$ cat src/rtl/stream_fifo_pkg.sv
// Shared project constants for stream_fifo: read-mode encoding only.
package stream_fifo_pkg;

    localparam int unsigned FWFT_OFF = 0;
    localparam int unsigned FWFT_ON  = 1;

endpackage

$ cat src/rtl/stream_fifo_mem.sv
// fifo_mem: simple dual-port storage, synchronous write and asynchronous read.
module fifo_mem #(
    parameter int unsigned DATA_WIDTH = 8,
    parameter int unsigned DEPTH      = 16
) (
    input  logic                       clk,
    input  logic                       wr_en,
    input  logic [$clog2(DEPTH)-1:0]   wr_addr,
    input  logic [DATA_WIDTH-1:0]      wr_data,
    input  logic [$clog2(DEPTH)-1:0]   rd_addr,
    output logic [DATA_WIDTH-1:0]      rd_data
);

    logic [DATA_WIDTH-1:0] r_mem [DEPTH];

    // Storage is deliberately not reset; occupancy is tracked by the pointers.
    always_ff @(posedge clk) begin
        if (wr_en) begin
            r_mem[wr_addr] <= wr_data;
        end
    end

    assign rd_data = r_mem[rd_addr];

endmodule

$ cat src/rtl/stream_fifo.sv
// stream_fifo: synchronous FIFO with registered-read or first-word-fall-through
// output, occupancy count, threshold flags and sticky overflow/underflow.
module stream_fifo
    import stream_fifo_pkg::*;
#(
    parameter int unsigned DATA_WIDTH = 8,
    parameter int unsigned DEPTH      = 16,
    parameter int unsigned FWFT       = FWFT_OFF,
    parameter int unsigned AFULL_TH   = DEPTH - 2,
    parameter int unsigned AEMPTY_TH  = 2
) (
    input  logic                       clk,
    input  logic                       rst_n,
    input  logic                       flush,
    input  logic                       wr_en,
    input  logic [DATA_WIDTH-1:0]      din,
    input  logic                       rd_en,
    output logic [DATA_WIDTH-1:0]      dout,
    output logic                       valid,
    output logic                       full,
    output logic                       empty,
    output logic                       almost_full,
    output logic                       almost_empty,
    output logic [$clog2(DEPTH):0]     count,
    output logic                       overflow,
    output logic                       underflow,
    input  logic                       err_clr
);

    localparam int unsigned ADDR_W = $clog2(DEPTH);
    localparam int unsigned PTR_W  = ADDR_W + 1;
    localparam int unsigned CNT_W  = ADDR_W + 1;

    if (((DEPTH & (DEPTH - 1)) != 0) || (DEPTH < 4)) begin : g_bad_depth
        $error("stream_fifo: DEPTH must be a power of two and at least 4");
    end
    if ((AFULL_TH < 1) || (AFULL_TH > DEPTH - 1)) begin : g_bad_afull
        $error("stream_fifo: AFULL_TH must lie in 1..DEPTH-1");
    end
    if ((AEMPTY_TH < 1) || (AEMPTY_TH > DEPTH - 1)) begin : g_bad_aempty
        $error("stream_fifo: AEMPTY_TH must lie in 1..DEPTH-1");
    end

    logic [PTR_W-1:0]      r_wr_ptr;
    logic [PTR_W-1:0]      r_rd_ptr;
    logic [CNT_W-1:0]      r_count;
    logic                  r_overflow;
    logic                  r_underflow;

    logic                  w_empty;
    logic                  w_full;
    logic                  w_rd_acc;
    logic                  w_wr_acc;
    logic                  w_ovf_set;
    logic                  w_unf_set;
    logic [DATA_WIDTH-1:0] w_rd_data;

    // Pointers carry one extra wrap bit so full and empty are distinguishable.
    assign w_empty = (r_wr_ptr == r_rd_ptr);
    assign w_full  = (r_wr_ptr[ADDR_W] != r_rd_ptr[ADDR_W]) &&
                     (r_wr_ptr[ADDR_W-1:0] == r_rd_ptr[ADDR_W-1:0]);

    // Flush swallows both requests; a write may use the slot freed by a same-cycle read.
    assign w_rd_acc  = rd_en && !w_empty && !flush;
    assign w_wr_acc  = wr_en && (!w_full || w_rd_acc) && !flush;
    assign w_ovf_set = wr_en && w_full && !w_rd_acc && !flush;
    assign w_unf_set = rd_en && w_empty && !flush;

    fifo_mem #(
        .DATA_WIDTH (DATA_WIDTH),
        .DEPTH      (DEPTH)
    ) u_mem (
        .clk     (clk),
        .wr_en   (w_wr_acc),
        .wr_addr (r_wr_ptr[ADDR_W-1:0]),
        .wr_data (din),
        .rd_addr (r_rd_ptr[ADDR_W-1:0]),
        .rd_data (w_rd_data)
    );

    always_ff @(posedge clk) begin
        if (!rst_n) begin
            r_wr_ptr    <= '0;
            r_rd_ptr    <= '0;
            r_count     <= '0;
            r_overflow  <= 1'b0;
            r_underflow <= 1'b0;
        end else begin
            if (flush) begin
                r_wr_ptr <= '0;
                r_rd_ptr <= '0;
                r_count  <= '0;
            end else begin
                if (w_wr_acc) begin
                    r_wr_ptr <= r_wr_ptr + PTR_W'(1);
                end
                if (w_rd_acc) begin
                    r_rd_ptr <= r_rd_ptr + PTR_W'(1);
                end
                case ({w_wr_acc, w_rd_acc})
                    2'b10:   r_count <= r_count + CNT_W'(1);
                    2'b01:   r_count <= r_count - CNT_W'(1);
                    default: r_count <= r_count;
                endcase
            end
            // A new error in the same cycle as err_clr keeps the flag set.
            r_overflow  <= w_ovf_set || (r_overflow  && !err_clr);
            r_underflow <= w_unf_set || (r_underflow && !err_clr);
        end
    end

    if (FWFT == FWFT_ON) begin : g_fwft
        assign dout  = w_rd_data;
        assign valid = !w_empty;
    end else begin : g_reg_read
        logic [DATA_WIDTH-1:0] r_dout;
        logic                  r_valid;

        // dout holds its last value between reads; valid pulses once per read.
        always_ff @(posedge clk) begin
            if (!rst_n) begin
                r_dout  <= '0;
                r_valid <= 1'b0;
            end else if (flush) begin
                r_valid <= 1'b0;
            end else begin
                r_valid <= w_rd_acc;
                if (w_rd_acc) begin
                    r_dout <= w_rd_data;
                end
            end
        end

        assign dout  = r_dout;
        assign valid = r_valid;
    end

    assign full         = w_full;
    assign empty        = w_empty;
    assign count        = r_count;
    assign almost_full  = (r_count >= CNT_W'(AFULL_TH));
    assign almost_empty = (r_count <= CNT_W'(AEMPTY_TH));
    assign overflow     = r_overflow;
    assign underflow    = r_underflow;

endmodule

$ cat config.mk
export PLATFORM = sky130hd
export DESIGN_NAME = stream_fifo
export DESIGN_NICKNAME = d
export VERILOG_FILES = /design/src/rtl/stream_fifo_pkg.sv /design/src/rtl/stream_fifo_mem.sv /design/src/rtl/stream_fifo.sv
export SDC_FILE = /design/constraint.sdc
export NUM_CORES = 1
export LEC_CHECK = 0
export ABC_CLOCK_PERIOD_IN_PS = 3800
export CAP_MARGIN = 20
export CELL_PAD_IN_SITES_DETAIL_PLACEMENT = 1
export CELL_PAD_IN_SITES_GLOBAL_PLACEMENT = 1
export CORE_UTILIZATION = 45
export CTS_BUF_LIST = sky130_fd_sc_hd__clkbuf_4
export CTS_CLUSTER_DIAMETER = 30
export DETAILED_ROUTE_END_ITERATION = 6
export GPL_TIMING_DRIVEN = 0
export PLACE_DENSITY_LB_ADDON = 0.1
export SLEW_MARGIN = 20
export SYNTH_ARGS = -nofsm -noshare
export SYNTH_HDL_FRONTEND = slang
export SYNTH_SLANG_ARGS = --single-unit
$ cat constraint.sdc
create_clock -name clk -period 3.8 [get_ports clk]
set_clock_uncertainty 0.1 [all_clocks]
set_input_delay 0.38 -clock clk [delete_from_list [all_inputs] [get_ports clk]]
set_output_delay 0.38 -clock clk [all_outputs]
set_load 0.01 [all_outputs]
==> run metrics, run 1 <==
status finished clean; most frequent cells in the layout 128 x edfxtp_1, 33 x clkdlybuf4s50_1, 26 x dfxtp_1; first-pass GRT wire length 21550 um; #FFs+latches synth around 150; IO Port Bufs 33; routed wl met3 about 730 um; RSZ-0062 raised after global routing false; worst-margin pin slew 0.9641 ns; Tot Pwr 2.867 mW; post-cts resize count 0; Seq/Total Area, Yosys about two thirds; largest net degree at the start of global routing 17; Initial Util roughly 46%; # DRC 0; drt wl/cell 22.14 um; unique cell type count in the Yosys netlist 46; crit-path max FO 11; Tot GR Track Use 21.06%; Worst Setup End Kind register; prevailing post-synth register cell edfxtp_1; DR vias/cell 5.586; Synth Area per Inst 16.23 um^2; io pins 34; critical path type register to register; Final Wtd Congestion 0.7449; post-layout net count roughly 470; clk sinks between 150 and 200; Worst slew margin ~35%; setup TNS 0 ns; H-tree depth 4; Crit path arrival time 3.81 ns; DIE AREA 14650 um^2; initial antenna violation count 0; Synth Cell Area 6379 um^2; Root Driver clkbuf_4; Inserted Diodes 0; GRT overflow 0; Chip Height 121.1 um; Finish-stage setup viols 0; placed cell count 607; Fmax achieved 290.8 MHz; worst hold start rst_n; DP HPWL 9597 um; worst vdd rail ir drop 0.2389 mV; clk_lat worst skew 0.54 ns; Mapped Nets 415; Worst-path clk slew 0.11 ns; highest routed layer met4; Crit. Startpoint r_wr_ptr[0]$_SDFFE_PP0P_; CTS Hold Bufs 0; most common cell after layout, fill and taps aside edfxtp_1; Initial DRT Pass Iterations 4; Area Growth Syn to Fin 12.95%; critical path startpoint category register; fillers 1318; share of cells above drive strength 1 17.94%; static leakage 2.344 nW; antenna-violating nets left 0; CTS tree yes; drt total wl 14100 um; crit share post-route about nine tenths; Slew Limit Fails 0; Iteration-0 DRC Markers 253; worst min-delay path class input port to register; postcts setup bufs 0; deepest clock path buffer count 2; Finished Layout Cells 637; DRT met1 WL 6346 um; Reg-to-Reg Start r_wr_ptr[0]$_SDFFE_PP0P_; die span in x 121.1 um; post-route minimum period 3.439 ns; Post-synth EDFFs roughly 130; Synth Instances 393; Rows 43; met2 WL 6625 um; warnings from Yosys 0; Max Cap Viol 0; hold_ws 0.3765 ns; CP Data Required Time 4.17 ns; pwr dens 398.0 nW/um^2; CTS Buf Count 17; vias post-DR 3558; vias in the first global route 3693; asr flop ratio synth 0%; Hold Violations, Final 0; Std-Cell Core Area 13830 um^2
## kinds of logic after synthesis
logic type | synth area share [%]
xor+xnor | 2.040
mux | 11.81
buf+inv | 2.589
compound gates | 6.846
fa+ha+maj | 1.569
simple gates | 6.728
flops | 68.42
## flip-flops by register name (all words and copies together), names as in the netlist
signal and count:
overflow 1, count 5, u_mem.r_mem 128, dout 8
valid 1, underflow 1, r_rd_ptr 5, r_wr_ptr 5
## cell type report
cell class	instances	area [um^2]	share of cell area (%)
flip-flops and latches	154	4364	60.58
multi-input cells	209	1859	25.81
repair buffers	34	337.8	4.689
well taps	180	225.2	3.126
clock buffers	20	150.1	2.084
plain buffers	24	142.6	1.980
clock inverters	10	102.6	1.424
inverters	6	22.52	0.3126
## worst max-delay path, cell delays in order, from the launching register on
cell      delay, ns
dfxtp_1        0.49
xnor2_1        0.18
nand4_2        0.25
o21ai_2        0.26
inv_1          0.13
buf_2          0.23
ha_1           0.22
clkbuf_1       0.17
xor2_1         0.18
ha_1           0.19
a21oi_1        0.26
o22ai_1        0.13
a222oi_1       0.31
o21ai_0        0.13
a21oi_1        0.13
## final timing paths
kind / to / slack (ns) / depth (start not counted)
max: count[4]$_SDFFE_PP0P_ / 0.36 / 14
max reg2reg: count[4]$_SDFFE_PP0P_ / 0.36 / 14
min reg2reg: r_wr_ptr[4]$_SDFFE_PP0P_ / 0.44 / 2
min: underflow$_SDFF_PN0_ / 0.38 / 2
## report_power, final
part / total [mW] / switching (mW) / internal [mW] / leakage [nW]
registers: 1.84 / 0.00423 / 1.83 / 1.36
clock network: 0.933 / 0.536 / 0.397 / 0.141
logic: 0.0974 / 0.0600 / 0.0374 / 0.840
## metal layers
layer  up-vias  global-route usage (%)
met4         0                   9.645
met2        75                   31.57
met3        30                   4.887
met1      1804                   29.24
li1       1649                       -
met5         -                       0
## cell usage after synthesis, types with 3 or more instances
cell type / instances / share of area, %
o21ai_0: 13 / 1.0
buf_2: 5 / 0.39
clkbuf_1: 11 / 0.65
xnor2_1: 7 / 0.96
nand2_1: 7 / 0.41
or3_1: 3 / 0.29
a21oi_1: 25 / 2.0
nor3_1: 12 / 0.94
mux4_1: 6 / 2.5
nor2_1: 12 / 0.71
a211oi_1: 8 / 0.94
nor2b_1: 17 / 1.7
ha_1: 8 / 1.6
dfxtp_1: 26 / 8.2
mux2_2: 16 / 2.8
buf_6: 3 / 0.53
xor2_1: 6 / 0.82
inv_1: 6 / 0.35
edfxtp_1: 128 / 60
and3_1: 13 / 1.3
nand2b_1: 3 / 0.29
o22ai_1: 9 / 0.88
nand3_1: 3 / 0.24
mux4_2: 18 / 6.4
## through the flow
step,util [%],worst slack [ns],instance area [um^2]
after global placement,50.15,0.1708,6934
after global routing,52.10,0.07191,7204
after floorplan,-,0.8905,6379
after CTS,52.10,0.3610,7204
final,52.10,0.3607,7204
after detailed placement,50.28,0.1619,6952
(Power assumes the default switching activity.)
==> run 2: changes to the inputs <==
--- a/config.mk
+++ b/config.mk
@@ -9,6 +9,8 @@
 export CAP_MARGIN = 20
 export CELL_PAD_IN_SITES_DETAIL_PLACEMENT = 1
 export CELL_PAD_IN_SITES_GLOBAL_PLACEMENT = 1
+export CORE_ASPECT_RATIO = 2
+export CORE_MARGIN = 2
 export CORE_UTILIZATION = 45
 export CTS_BUF_LIST = sky130_fd_sc_hd__clkbuf_4
 export CTS_CLUSTER_DIAMETER = 30
==> run 2 against run 1 <==
Effect of this change: highest routed layer unchanged; cell count grew 1.9%; clock power grew 8%; via count grew 0.96%; worst setup slack gained 0.015 ns; critical endpoint unchanged; core utilization grew 0.13 points; sequential share of layout area shrank 0.41 points; combinational power grew 4%; first-iteration DRC count shrank 14%; largest power group unchanged; register-to-register slack is essentially flat; non-clock buffer count is the same; die area grew 3.7%.
==> run metrics, run 2 (synthesis results as in run 1) <==
DP HPWL between 10000 and 15000 um; vias post-DR 3592; CP most frequent cell ha_1; Max Cap Viol 0; Std-Cell Core Area 13890 um^2; post-layout net count ~470; placed cell count 616; Slew Limit Fails 0; clk sinks between 150 and 200; critical path type register to register; CP max-delay cell dfxtp_1; die span in x ~88 um; postcts setup bufs 0; # DRC 0; Initial DRT Pass Iterations 4; critical path's top delay family compound AO/OA/AOI/OAI gates; initial antenna violation count 1; DR vias/cell 5.535; Worst slew margin 27.80%; clk_lat worst skew 0.55 ns; P_int 2.272 mW; Register Area 4365 um^2; H-tree depth 4; drt wl/cell 23.20 um; Net Sw Frac between 20% and 30%; antenna-violating nets left 0; crit share post-route 90.12%; Logic pwr share approximately 3.4%; Final Wtd Congestion just under 0.9; Area Growth Syn to Fin 13.75%; most frequent cells in the layout 128 x edfxtp_1, 33 x clkdlybuf4s50_1, 25 x dfxtp_1; CP bufs+invs 3; crit-path max cell delay 0.48 ns; sequential share of power 62.2%; Reg with most FFs u_mem.r_mem; Fmax achieved 292.0 MHz; Finished Layout Cells approximately 650; Sw Pwr 0.6815 mW; DIE AREA ~15000 um^2; Iteration-0 DRC Markers 218; CTS tree yes; Rows 61; Worst Setup End Kind register; Clock Power Share roughly 34%; crit-path max FO 11; Worst-path clk slew roughly 0.15 ns; reg2reg path depth 14; io pins 34; WHS Path Cells 2; deepest clock path buffer count 2; CTS Buf Count 17; static leakage around 2.3 nW; Initial Util 45.92%; post-route minimum period 3.425 ns; setup slack, reg-to-reg between 0.3 and 0.4 ns; drt total wl 15060 um; Tot GR Track Use 21.51%; RSZ-0062 raised after global routing false; first-pass GRT wire length 22790 um; most common cell after layout, fill and taps aside edfxtp_1; area of the multi-input gates roughly 1900 um^2; CP Data Required Time between 4 and 5 ns; IO Port Bufs 33; final worst setup slack about 0.38 ns; max reg flops 128; share of cells above drive strength 1 18.95%; status finished clean; Finish-stage setup viols 0; fillers 1362; post-cts resize count 0; Crit path arrival time 3.76 ns; Hold Violations, Final 0; worst min-delay path class input port to register; GRT overflow 0; Chip Height roughly 170 um; Root Driver clkbuf_4; CTS Hold Bufs 0; worst-margin pin slew 1.075 ns; post-place setup slack -0.06041 ns; critical path startpoint category register; Crit path depth 14; CP cell instances xnor2_1, nand4_2, o21ai_2, inv_1, buf_2, ha_1, clkbuf_1, xor2_1, ha_1, a21oi_2, o22ai_1, a222oi_1, or3_1, a21oi_1; vias in the first global route 3929; pwr dens 407.1 nW/um^2; largest net degree at the start of global routing 17; worst vdd rail ir drop 0.1833 mV
run 2: changes by cell type in the layout (fill, tap and decap cells not counted), sizes merged:
cell / delta
inv: +5
clkbuf: -3
clkinv: -3
clkinvlp: +3
diode: +1
run 2: power by group through the flow:
stage	sequential, mW	combinational [mW]	clock, mW
final	1.84	0.101	1.01
after CTS	1.84	0.103	1.04
after floorplan	1.88	0.0379	0
after detailed placement	1.88	0.102	0
after global routing	1.84	0.110	1.09
after global placement	1.88	0.0989	0
run 2: stage by stage:
step	instance area [um^2]	power [mW]	hold WS (ns)	utilization (%)	TNS (ns)
after global routing	7256	3.042	0.3390	52.23	0
after floorplan	6379	1.914	0.3789	-	0
after detailed placement	6958	1.978	0.4225	50.09	-0.06041
after global placement	6945	1.975	0.4144	50.00	0
final	7256	2.954	0.3408	52.23	0
after CTS	7248	2.977	0.3121	52.18	0
run 2: path summary, 6_finish.rpt:
path / startpoint / endpoint
max reg2reg: r_rd_ptr[0]$_SDFFE_PP0P_ / count[4]$_SDFFE_PP0P_
min reg2reg: r_wr_ptr[4]$_SDFFE_PP0P_ / r_wr_ptr[4]$_SDFFE_PP0P_
min: rst_n / underflow$_SDFF_PN0_
max: r_rd_ptr[0]$_SDFFE_PP0P_ / count[4]$_SDFFE_PP0P_
run 2: metal layers:
| layer | vias up | part of all wire [%] | GRT usage [%] |
|---|---|---|---|
| met5 | - | 0 | 0 |
| met1 | 1821 | 35 | 22.00 |
| met3 | 36 | 2.5 | 3.819 |
| met4 | 0 | 3.8 | 9.816 |
| met2 | 85 | 58 | 40.86 |
| li1 | 1650 | - | - |
run 2: cell type report:
cell class	instances	share of cell area [%]
Multi-Input combinational cell	209	25.61
Sequential cell	154	60.17
Clock buffer	17	1.759
Clock inverter	15	2.242
Tap cell	189	3.259
Timing Repair Buffer	34	4.656
Antenna cell	1	0.03449
Buffer	24	1.966
Inverter	6	0.3104
